==> src/rtl/wave_ctrl_pkg.sv <==
// Shared types and sizing for the waveform RAM playback controller.
package wave_ctrl_pkg;

    typedef enum logic [1:0] {
        IDLE,
        RUN,
        DRAIN
    } state_e;

    localparam int unsigned BUF_DEPTH = 2;
    // Wide enough to hold 0..BUF_DEPTH (stored samples plus the read in flight).
    localparam int unsigned CREDIT_W  = $clog2(BUF_DEPTH + 1);

endpackage

==> src/rtl/wave_skid_fifo.sv <==
// Two-entry synchronous FIFO that catches RAM read data so the sample stream
// can stall without losing reads already in flight.
module wave_skid_fifo
    import wave_ctrl_pkg::*;
#(
    parameter int unsigned DATA_WIDTH = 8
) (
    input  logic                  i_clk,
    input  logic                  i_rst,
    input  logic                  i_push,
    input  logic [DATA_WIDTH-1:0] i_data,
    input  logic                  i_pop,
    output logic                  o_valid,
    output logic [DATA_WIDTH-1:0] o_data,
    output logic [CREDIT_W-1:0]   o_count
);

    logic [DATA_WIDTH-1:0] mem_q [BUF_DEPTH];
    // Single-bit pointers: the depth is fixed at two entries.
    logic                  wr_ptr_q;
    logic                  rd_ptr_q;
    logic [CREDIT_W-1:0]   count_q;
    logic                  pop_ok;

    assign o_valid = (count_q != '0);
    assign o_data  = mem_q[rd_ptr_q];
    assign o_count = count_q;
    assign pop_ok  = i_pop && o_valid;

    always_ff @(posedge i_clk or posedge i_rst) begin
        if (i_rst) begin
            for (int i = 0; i < BUF_DEPTH; i++) begin
                mem_q[i] <= '0;
            end
            wr_ptr_q <= 1'b0;
            rd_ptr_q <= 1'b0;
            count_q  <= '0;
        end else begin
            if (i_push) begin
                mem_q[wr_ptr_q] <= i_data;
                wr_ptr_q        <= ~wr_ptr_q;
            end
            if (pop_ok) begin
                rd_ptr_q <= ~rd_ptr_q;
            end
            unique case ({i_push, pop_ok})
                2'b10:   count_q <= count_q + CREDIT_W'(1);
                2'b01:   count_q <= count_q - CREDIT_W'(1);
                default: ;
            endcase
        end
    end

endmodule

==> src/rtl/wave_ram_ctrl.sv <==
// Waveform RAM controller: loader writes in IDLE, windowed one-shot/loop
// playback into a valid/ready sample stream with full backpressure.
module wave_ram_ctrl
    import wave_ctrl_pkg::*;
#(
    parameter int unsigned DATA_WIDTH = 8,
    parameter int unsigned ADDR_WIDTH = 11
) (
    input  logic                  i_clk,
    input  logic                  i_rst,
    input  logic                  i_start,
    input  logic                  i_stop,
    input  logic                  i_loop,
    input  logic [ADDR_WIDTH:0]   i_len,
    input  logic                  i_wr_valid,
    input  logic [ADDR_WIDTH-1:0] i_wr_addr,
    input  logic [DATA_WIDTH-1:0] i_wr_data,
    output logic                  o_wr_ready,
    output logic                  o_ram_wren,
    output logic [ADDR_WIDTH-1:0] o_ram_addr,
    output logic [DATA_WIDTH-1:0] o_ram_st_data,
    input  logic [DATA_WIDTH-1:0] i_ram_ld_data,
    output logic [DATA_WIDTH-1:0] o_smp_data,
    output logic                  o_smp_valid,
    input  logic                  i_smp_ready,
    output logic                  o_busy,
    output logic                  o_done
);

    localparam logic [ADDR_WIDTH:0] MaxLen = {1'b1, {ADDR_WIDTH{1'b0}}};
    localparam logic [ADDR_WIDTH:0] LenOne = (ADDR_WIDTH + 1)'(1);

    state_e                state_q, state_d;
    logic [ADDR_WIDTH:0]   len_q, len_d;
    logic                  loop_q, loop_d;
    logic [ADDR_WIDTH-1:0] ptr_q, ptr_d;
    logic                  inflight_q;

    logic [ADDR_WIDTH:0]   len_clamped;
    logic [CREDIT_W-1:0]   fifo_count;
    logic                  fifo_valid;
    logic                  pop;
    logic                  issue;
    logic                  last;
    logic                  wr_fire;
    logic [CREDIT_W:0]     credit_after;

    assign len_clamped = (i_len > MaxLen) ? MaxLen : i_len;
    assign pop         = fifo_valid && i_smp_ready;
    // Slots committed after this cycle's pop; a new read is allowed only if one stays free.
    assign credit_after = {1'b0, fifo_count} + {{CREDIT_W{1'b0}}, inflight_q}
                        - {{CREDIT_W{1'b0}}, pop};
    assign issue = (state_q == RUN) && (credit_after < (CREDIT_W + 1)'(BUF_DEPTH));
    assign last  = ({1'b0, ptr_q} == (len_q - LenOne));

    always_comb begin
        state_d = state_q;
        len_d   = len_q;
        loop_d  = loop_q;
        ptr_d   = ptr_q;
        o_done  = 1'b0;
        unique case (state_q)
            IDLE: begin
                if (i_start && (i_len != '0)) begin
                    state_d = RUN;
                    len_d   = len_clamped;
                    loop_d  = i_loop;
                    ptr_d   = '0;
                end
            end
            RUN: begin
                if (issue) begin
                    ptr_d = last ? '0 : ptr_q + ADDR_WIDTH'(1);
                end
                if (i_stop || (issue && last && !loop_q)) begin
                    state_d = DRAIN;
                end
            end
            DRAIN: begin
                if ((fifo_count == '0) && !inflight_q) begin
                    state_d = IDLE;
                    o_done  = 1'b1;
                end
            end
            default: state_d = IDLE;
        endcase
    end

    always_ff @(posedge i_clk or posedge i_rst) begin
        if (i_rst) begin
            state_q    <= IDLE;
            len_q      <= '0;
            loop_q     <= 1'b0;
            ptr_q      <= '0;
            inflight_q <= 1'b0;
        end else begin
            state_q    <= state_d;
            len_q      <= len_d;
            loop_q     <= loop_d;
            ptr_q      <= ptr_d;
            inflight_q <= issue;
        end
    end

    // Gated by reset so every output reads 0 while reset is held.
    assign o_wr_ready    = (state_q == IDLE) && !i_rst;
    assign wr_fire       = i_wr_valid && o_wr_ready;
    assign o_ram_wren    = wr_fire;
    assign o_ram_st_data = wr_fire ? i_wr_data : '0;
    assign o_ram_addr    = issue ? ptr_q : (wr_fire ? i_wr_addr : '0);
    assign o_busy        = (state_q != IDLE);
    assign o_smp_valid   = fifo_valid;

    wave_skid_fifo #(
        .DATA_WIDTH(DATA_WIDTH)
    ) u_fifo (
        .i_clk   (i_clk),
        .i_rst   (i_rst),
        .i_push  (inflight_q),
        .i_data  (i_ram_ld_data),
        .i_pop   (i_smp_ready),
        .o_valid (fifo_valid),
        .o_data  (o_smp_data),
        .o_count (fifo_count)
    );

endmodule

==> config.mk <==
export PLATFORM = sky130hd
export DESIGN_NAME = wave_ram_ctrl
export DESIGN_NICKNAME = d
export VERILOG_FILES = /design/src/rtl/wave_ctrl_pkg.sv /design/src/rtl/wave_skid_fifo.sv /design/src/rtl/wave_ram_ctrl.sv
export SDC_FILE = /design/constraint.sdc
export NUM_CORES = 1
export LEC_CHECK = 0
export CAP_MARGIN = 20
export CELL_PAD_IN_SITES_DETAIL_PLACEMENT = 1
export CELL_PAD_IN_SITES_GLOBAL_PLACEMENT = 1
export CORE_ASPECT_RATIO = 0.9
export CORE_MARGIN = 4
export CORE_UTILIZATION = 34
export CTS_CLUSTER_DIAMETER = 100
export CTS_CLUSTER_SIZE = 28
export DETAILED_ROUTE_END_ITERATION = 16
export GPL_TIMING_DRIVEN = 0
export HOLD_SLACK_MARGIN = 0.02
export PLACE_DENSITY_LB_ADDON = 0.12
export SYNTH_ARGS = -nofsm -noshare
export SYNTH_HDL_FRONTEND = slang
export SYNTH_HIERARCHICAL = 1
export SYNTH_SLANG_ARGS = --single-unit
==> constraint.sdc <==
create_clock -name i_clk -period 3.1 [get_ports i_clk]
set_input_delay 0.465 -clock i_clk [delete_from_list [all_inputs] [get_ports i_clk]]
set_output_delay 0.465 -clock i_clk [all_outputs]
set_load 0.05 [all_outputs]
Yosys cells after proc, flatten, opt, wreduce, memory -nomap -nowiden
Cells that the tools add are included.

Add/subtract/negate cells: 6. Reductions and logical operators: 23. Muxes and demuxes: 21. Magnitude comparators: 5. Equality and inequality tests: 9. Bitwise logic cells: 4.

Operators with widths (number): 2-to-1 mux 11 bit (5); 2-to-1 mux 8 bit (5); case mux 11 bit (2 select lines) (1); bitwise mux 16 bit (1); == test 11 x 12 -> 1 bit (1); greater-than comparator 12 bit (second input constant) (1); 2-to-1 mux 12 bit (1); nonzero test 12 bit (1); subtractor 12 x 1 -> 12 bit (second input constant) (1); adder 11 x 1 -> 11 bit (second input constant) (1); logical AND 1 bit (9); demux 8 bit (select 1 bit) (1); nonzero test 2 bit (4); 2-to-1 mux 2 bit (3); inequality test 2 bit (second input constant) (3); case mux 2 bit (3 select lines) (1); AND reduction 3 bit (2); == test 2 x 1 -> 1 bit (second input constant) (2); == test 2 bit (second input constant) (2); greater-or-equal comparator 2 bit (second input constant) (2); zero test 2 bit (2); inverter 1 -> 2 bit (2); case mux 2 bit (2 select lines) (1); adder 2 x 1 -> 3 bit (1); 11 further kinds (15).

Output and inout port bits: 32. Register bits after elaboration: 47. Bits of input ports: 46. Word-level logic and storage cells: 78.

Longest topological paths before layout
Word-level depth: 10. Gate-level depth with buffers: 13. Mapped depth without buffers: 12.

Hierarchy
Netlist, hierarchy kept.

By module, submodules not included: wave_ram_ctrl (times used 1, sequential area each 675.6 um^2, area each 1984.4 um^2, cells an instance 218); wave_skid_fifo (times used 1, sequential area each 500.5 um^2, area each 912.1 um^2, cells an instance 59).

Worst setup path after synthesis
No wires, ideal clock.

Path kind: reg-to-output. Start: register u_fifo.count_q[0], in the netlist u_fifo/o_count[0]. End: output o_ram_addr[1]. Required time: 2.635 ns. Path buffers: 3. Arrival time: 3.287 ns. Cell stages (with the launch flop): 12. Path slack: -0.652 ns. Cells stage by stage: dfrtp_1 > or2_1 > and2_1 > ha_1 > nor2b_1 > fa_1 > or3_1 > clkbuf_8 > inv_2 > clkbuf_8 > buf_2 > a22o_1.

Cells in the longest elaborated chain, start to end: 6. Elaborated cells on any way between the ends: 7. Classes of those cells: 2 x add/sub; 1 x order compare; 1 x mux; 3 x reduce/logical.

RTL lines: start, declared (line wave_skid_fifo.sv:22) `logic [CREDIT_W-1:0] count_q;`; start signal, assigned (line wave_skid_fifo.sv:47) `2'b10: count_q <= count_q + CREDIT_W'(1);`; start signal, assigned (line wave_skid_fifo.sv:48) `2'b01: count_q <= count_q - CREDIT_W'(1);`; nonzero test 2 bit (line wave_skid_fifo.sv:25) `assign o_valid = (count_q != '0);`; named net o_smp_valid (line wave_ram_ctrl.sv:24) `output logic o_smp_valid,`; logical AND 1 bit (line wave_ram_ctrl.sv:49) `assign pop = fifo_valid && i_smp_ready;`; subtractor 3 x 1 -> 3 bit (line wave_ram_ctrl.sv:52) `- {{CREDIT_W{1'b0}}, pop};`; less-than comparator 3 x 2 -> 1 bit (line wave_ram_ctrl.sv:53) `assign issue = (state_q == RUN) && (credit_after < (CREDIT_W + 1)'(BUF_DEPTH));`; logical AND 1 bit (line wave_ram_ctrl.sv:53); named net issue (line wave_ram_ctrl.sv:43) `logic issue;`; 2-to-1 mux 11 bit (line wave_ram_ctrl.sv:110) `assign o_ram_addr = issue ? ptr_q : (wr_fire ? i_wr_addr : '0);`; end, declared (line wave_ram_ctrl.sv:20) `output logic [ADDR_WIDTH-1:0] o_ram_addr,`.

The timed path passes the listed nets, and every way through them passes these cells.

Worst setup path after layout
Start: register u_fifo.count_q[0], in the netlist u_fifo/o_count[0]. End: output o_ram_addr[9].

Cells in the longest elaborated chain, start to end: 6. Elaborated cells on any way between the ends: 7. Classes of those cells: 2 x add/sub; 1 x order compare; 1 x mux; 3 x reduce/logical.

RTL lines (line): branches (longest 2 deep; another with adder 2 x 1 -> 3 bit); subtractor 3 x 1 -> 3 bit * (wave_ram_ctrl.sv:52); less-than comparator 3 x 2 -> 1 bit * (wave_ram_ctrl.sv:53); logical AND 1 bit * (wave_ram_ctrl.sv:53); named net issue (wave_ram_ctrl.sv:43); 2-to-1 mux 11 bit * (wave_ram_ctrl.sv:110).

Mark *: on every way through the listed nets, which the timed path passes.

==> results <==
- The routed design could run at a clock period as short as 3523 ps.
- The clock share of power is 12.5%.
- The number of global-route vias before repair is between 2,000 and 3,000.
- STA classifies the critical path endpoint as a primary output.
- The H-tree was split into 2 levels.
- At the end of routability-driven placement, the weighted congestion stood at 0.8151.
- The repair_antennas step left the layout with diodes totalling 0.
- The data arrival time at the worst-slack endpoint is 3060 ps.
- Dividing the detail-routed wire length by the instance count gives 17.50 µm.
- The final HPWL from detailed placement is 6.219 mm.
- The number of cells in the finished layout apart from fillers is 493.
- The total negative setup slack is -4126 ps.
- The synthesized design contains 47 register bits.
- The area growth from synthesis to final layout is 51.19%.
- The count of buffers added on input and output ports is 77.
- The flow ran to the end, but the final reports show violations.
- CTS placed an instance of sky130_fd_sc_hd__clkbuf_8 at the clock tree root.
- Setup slack on the critical path of the routed design comes to -422.9 ps.
- The worst setup path is launched from a register.
- The total CTS buffers is 5.
- The post-synth design cell area is 0.002897 mm².
- The number of pins with negative max-slew slack in the final report was 0.
- The synthesized design contains 0 enable-type register cells.
- In the routed design, unresolved DRC markers number 0.
- The number of placed instances, taps included, is 470.
- The type of the tightest min-delay check is reg -> reg.
- The design draws around 4.3 mW.
- The post-synthesis net count is 328.
- The sequential cell area fraction in the yosys report is 40.60%.
- Timing analysis after detailed placement gives a worst setup slack of -1084 ps.
- Static timing analysis puts the maximum clock frequency at 283.9 MHz.
- The routed design has 8.627 mm of wire.
- Clock-pin slew was measured on the worst setup and hold paths at 90 ps.
- The switching share of power is 42.94%.
- The pin count of the biggest net entering global routing is 24.
- The floorplan step set the die height to 95.57 µm.
- In this run, the combinational gates consume 61.3% of the power.
- The number of vias per cell after detailed routing is 5.055.
- Summed over all cells, the static leakage comes to 2.145 nW.
- The fraction of layout cells with a size suffix above 1 is 27.78%.
- The total number of vias is ~2,500.
- The TritonCTS sink count is 47.
- For this run, the detailed router's first-pass iteration total came to 4.
- The initial utilization of the core area, before any placement, comes to 35.39%.
- The total overflow reported by the global router is 0.
- The number of antenna violations at the first check in global routing was 0.
- The data required time of the critical path is 2630 ps.
- Sequential cells account for 26.2% of the total power.
- The main flop type after synthesis is sky130_fd_sc_hd__dfrtp_1.
- Along the worst path, the maximum fanout reaches 5.
- The switching power is ~1.9 mW.
- At the later pin of the worst-skew pair, clock insertion delay measures 300 ps.
- The layout net count is 428.
- The worst-case IR drop observed on VDD is 0.0003727 V.
- Synthesis instantiated 57 different standard cells from the library.
- The critical path is of the reg -> out type.
- The synthesized instance count is 277.
- The worst-case headroom to the max-slew limit is 50.19%.
- The total global routing track utilization is 17.45%.
- The actual transition at the worst max-transition pin is 746.3 ps.
- The average cell area after synthesis is 10.46 µm².
- The count of standard-cell rows is 31.
- The maximum clock path buffer count is 2.
- The clock tree from TritonCTS is built.
- Internal power comes to 2.460 mW.
- The floorplan step defined a core boundary enclosing 0.008184 mm².
- The final reports fail on setup timing.
- The power density normalized to cell area is around 1000 mW/mm².
- Between clock sinks in the finished design, the worst skew comes to 4.399 ps.
- The number of nets with antenna violations after detailed routing is 0.
- The ratio of final minimum period to clock period is 113.6%.
- For this run, the number of Yosys warnings is 6.
- The number of top-level pins is 78.
- The detailed router finished its first iteration with 57 violations.
- The die boundary width is approximately 110 µm.
- The first global-routing pass estimated between 10 and 15 mm of wire.
- The floorplan step defined a die boundary enclosing around 0.010 mm².
- The final hold violation count came to 0.
- Setup repair after global routing could not meet its margin everywhere.
- The number of maximum-capacitance violations is 0.
- Setup violations remaining at the end of the flow were counted as 11.
- Of all flip-flops after synthesis, the portion carrying an async set or reset was 100.0%.
[metrics by stage]
step	utilization (%)	hold WS (ps)	instance area (µm²)
2_1_floorplan	-	428.8	3015
3_3_place_gp	48.02	481.0	3930
3_5_place_dp	48.36	492.6	3958
4_1_cts	52.73	511.3	4315
5_1_grt	53.51	529.9	4379
6_report	53.51	511.3	4379
[final cells by class]
cell class / count / area (µm²)
Buffer: 14 / 127.6
Clock buffer: 5 / 68.82
Clock inverter: 3 / 67.56
Fill cell: 882 / 3805
Inverter: 13 / 56.30
Multi-Input combinational cell: 203 / 1703
Sequential cell: 47 / 1179
Tap cell: 115 / 143.9
Timing Repair Buffer: 93 / 1033
[repair_timing]
item / 4_1_cts / 5_1_grt
buffers inserted: 12 / 2
hold buffers: 0 / 0
resized for setup: 99 / 12
pin swaps: 7 / 4
gates cloned: 1 / 0
setup endpoints to repair: 12 / 19
[flip-flops by register name, summed over array words and instances (netlist names)]
name / cells
u_fifo/mem_q: 16
u_fifo/rd_ptr_q: 1
len_q: 12
u_fifo/o_count: 2
inflight_q: 1
u_fifo/wr_ptr_q: 1
state_q: 2
loop_q: 1
ptr_q: 11
[cell usage after synthesis (all sizes together) (6+ instances only)]
library cell | instances | area share, %
mux2 | 27 | 12
nor3 | 6 | 1.0
nand3 | 9 | 1.6
nand2b | 9 | 1.9
xnor2 | 9 | 2.7
clkbuf | 9 | 2.2
nand2 | 22 | 2.9
inv | 13 | 1.7
dfrtp | 47 | 41
o21ai | 9 | 1.6
and3 | 16 | 3.5
xor2 | 15 | 4.5
nor2 | 11 | 1.4
a22o | 16 | 4.9
[worst max-delay path, stage by stage (launching register included)]
cell,delay (ps)
sky130_fd_sc_hd__dfrtp_2,420
sky130_fd_sc_hd__or2_4,250
sky130_fd_sc_hd__and2_4,140
sky130_fd_sc_hd__ha_4,270
sky130_fd_sc_hd__nor2b_4,40
sky130_fd_sc_hd__fa_2,330
sky130_fd_sc_hd__xnor2_1,120
sky130_fd_sc_hd__or3_1,350
sky130_fd_sc_hd__clkbuf_8,160
sky130_fd_sc_hd__inv_8,50
sky130_fd_sc_hd__clkbuf_16,120
sky130_fd_sc_hd__buf_12,110
sky130_fd_sc_hd__buf_8,110
sky130_fd_sc_hd__a22o_4,140
sky130_fd_sc_hd__buf_8,140
[layout by cell type, fill, tap and decap left out, types with 3 or more instances in the layout]
| cell | netlist | routed |
|---|---|---|
| sky130_fd_sc_hd__clkdlybuf4s50_1 | 0 | 57 |
| sky130_fd_sc_hd__dfrtp_1 | 47 | 45 |
| sky130_fd_sc_hd__mux2_2 | 19 | 19 |
| sky130_fd_sc_hd__nand2_1 | 21 | 17 |
| sky130_fd_sc_hd__xor2_1 | 15 | 15 |
| sky130_fd_sc_hd__and3_1 | 15 | 15 |
| sky130_fd_sc_hd__buf_4 | 1 | 12 |
| sky130_fd_sc_hd__inv_1 | 12 | 12 |
| sky130_fd_sc_hd__buf_8 | 0 | 12 |
| sky130_fd_sc_hd__nor2_1 | 11 | 11 |
| sky130_fd_sc_hd__nand3_1 | 9 | 9 |
| sky130_fd_sc_hd__xnor2_1 | 9 | 9 |
| sky130_fd_sc_hd__nand2b_1 | 9 | 9 |
| sky130_fd_sc_hd__o21ai_0 | 9 | 9 |
| sky130_fd_sc_hd__a22o_4 | 0 | 9 |
| sky130_fd_sc_hd__dlymetal6s2s_1 | 0 | 8 |
| sky130_fd_sc_hd__mux2_4 | 8 | 8 |
| sky130_fd_sc_hd__clkbuf_8 | 3 | 7 |
| sky130_fd_sc_hd__nor3_1 | 6 | 6 |
| sky130_fd_sc_hd__a22o_1 | 15 | 6 |
| sky130_fd_sc_hd__nor4_1 | 4 | 4 |
| sky130_fd_sc_hd__nand4_1 | 4 | 4 |
| sky130_fd_sc_hd__clkbuf_1 | 5 | 4 |
| sky130_fd_sc_hd__a21oi_1 | 4 | 4 |
| sky130_fd_sc_hd__nand2_4 | 0 | 4 |
| sky130_fd_sc_hd__nor2b_1 | 4 | 3 |
| sky130_fd_sc_hd__buf_6 | 2 | 3 |
| sky130_fd_sc_hd__ha_1 | 4 | 3 |
[power by group through the flow]
| stage | combinational (mW) | sequential [mW] | clock, mW |
|---|---|---|---|
| finish | 2.64 | 1.13 | 0.539 |
| floorplan | 1.78 | 1.07 | 0 |
| global route | 2.84 | 1.17 | 0.578 |
| CTS | 2.62 | 1.13 | 0.547 |
| detailed placement | 2.37 | 1.15 | 0 |
| global placement | 2.30 | 1.14 | 0 |
[layer usage]
layer / wire length, µm / GRT usage, %
met5: 0 / 0
met3: 534 / 3.995
met1: 3837 / 22.65
met4: 40 / 3.497
met2: 4214 / 29.99
[logic make-up after synthesis]
family | share of synthesized area, %
flops | 40.60
fa+ha+maj | 2.419
mux | 12.22
compound gates | 11.92
buf+inv | 5.313
simple gates | 20.26
xor+xnor | 7.257
[worst paths after layout]
check / from / end / slack, ps / cells after the start
max: u_fifo/o_count[0] / o_ram_addr[9] / -420 / 14
min: u_fifo/mem_q[2] / u_fifo/mem_q[2] / 510 / 1
max reg2reg: u_fifo/o_count[0] / ptr_q[7] / 140 / 14
min reg2reg: u_fifo/mem_q[2] / u_fifo/mem_q[2] / 510 / 1
max in group asynchronous: i_rst / u_fifo/o_count[0] / 1890 / 2
min in group asynchronous: i_rst / inflight_q / 520 / 2
(Power assumes the default switching activity.)
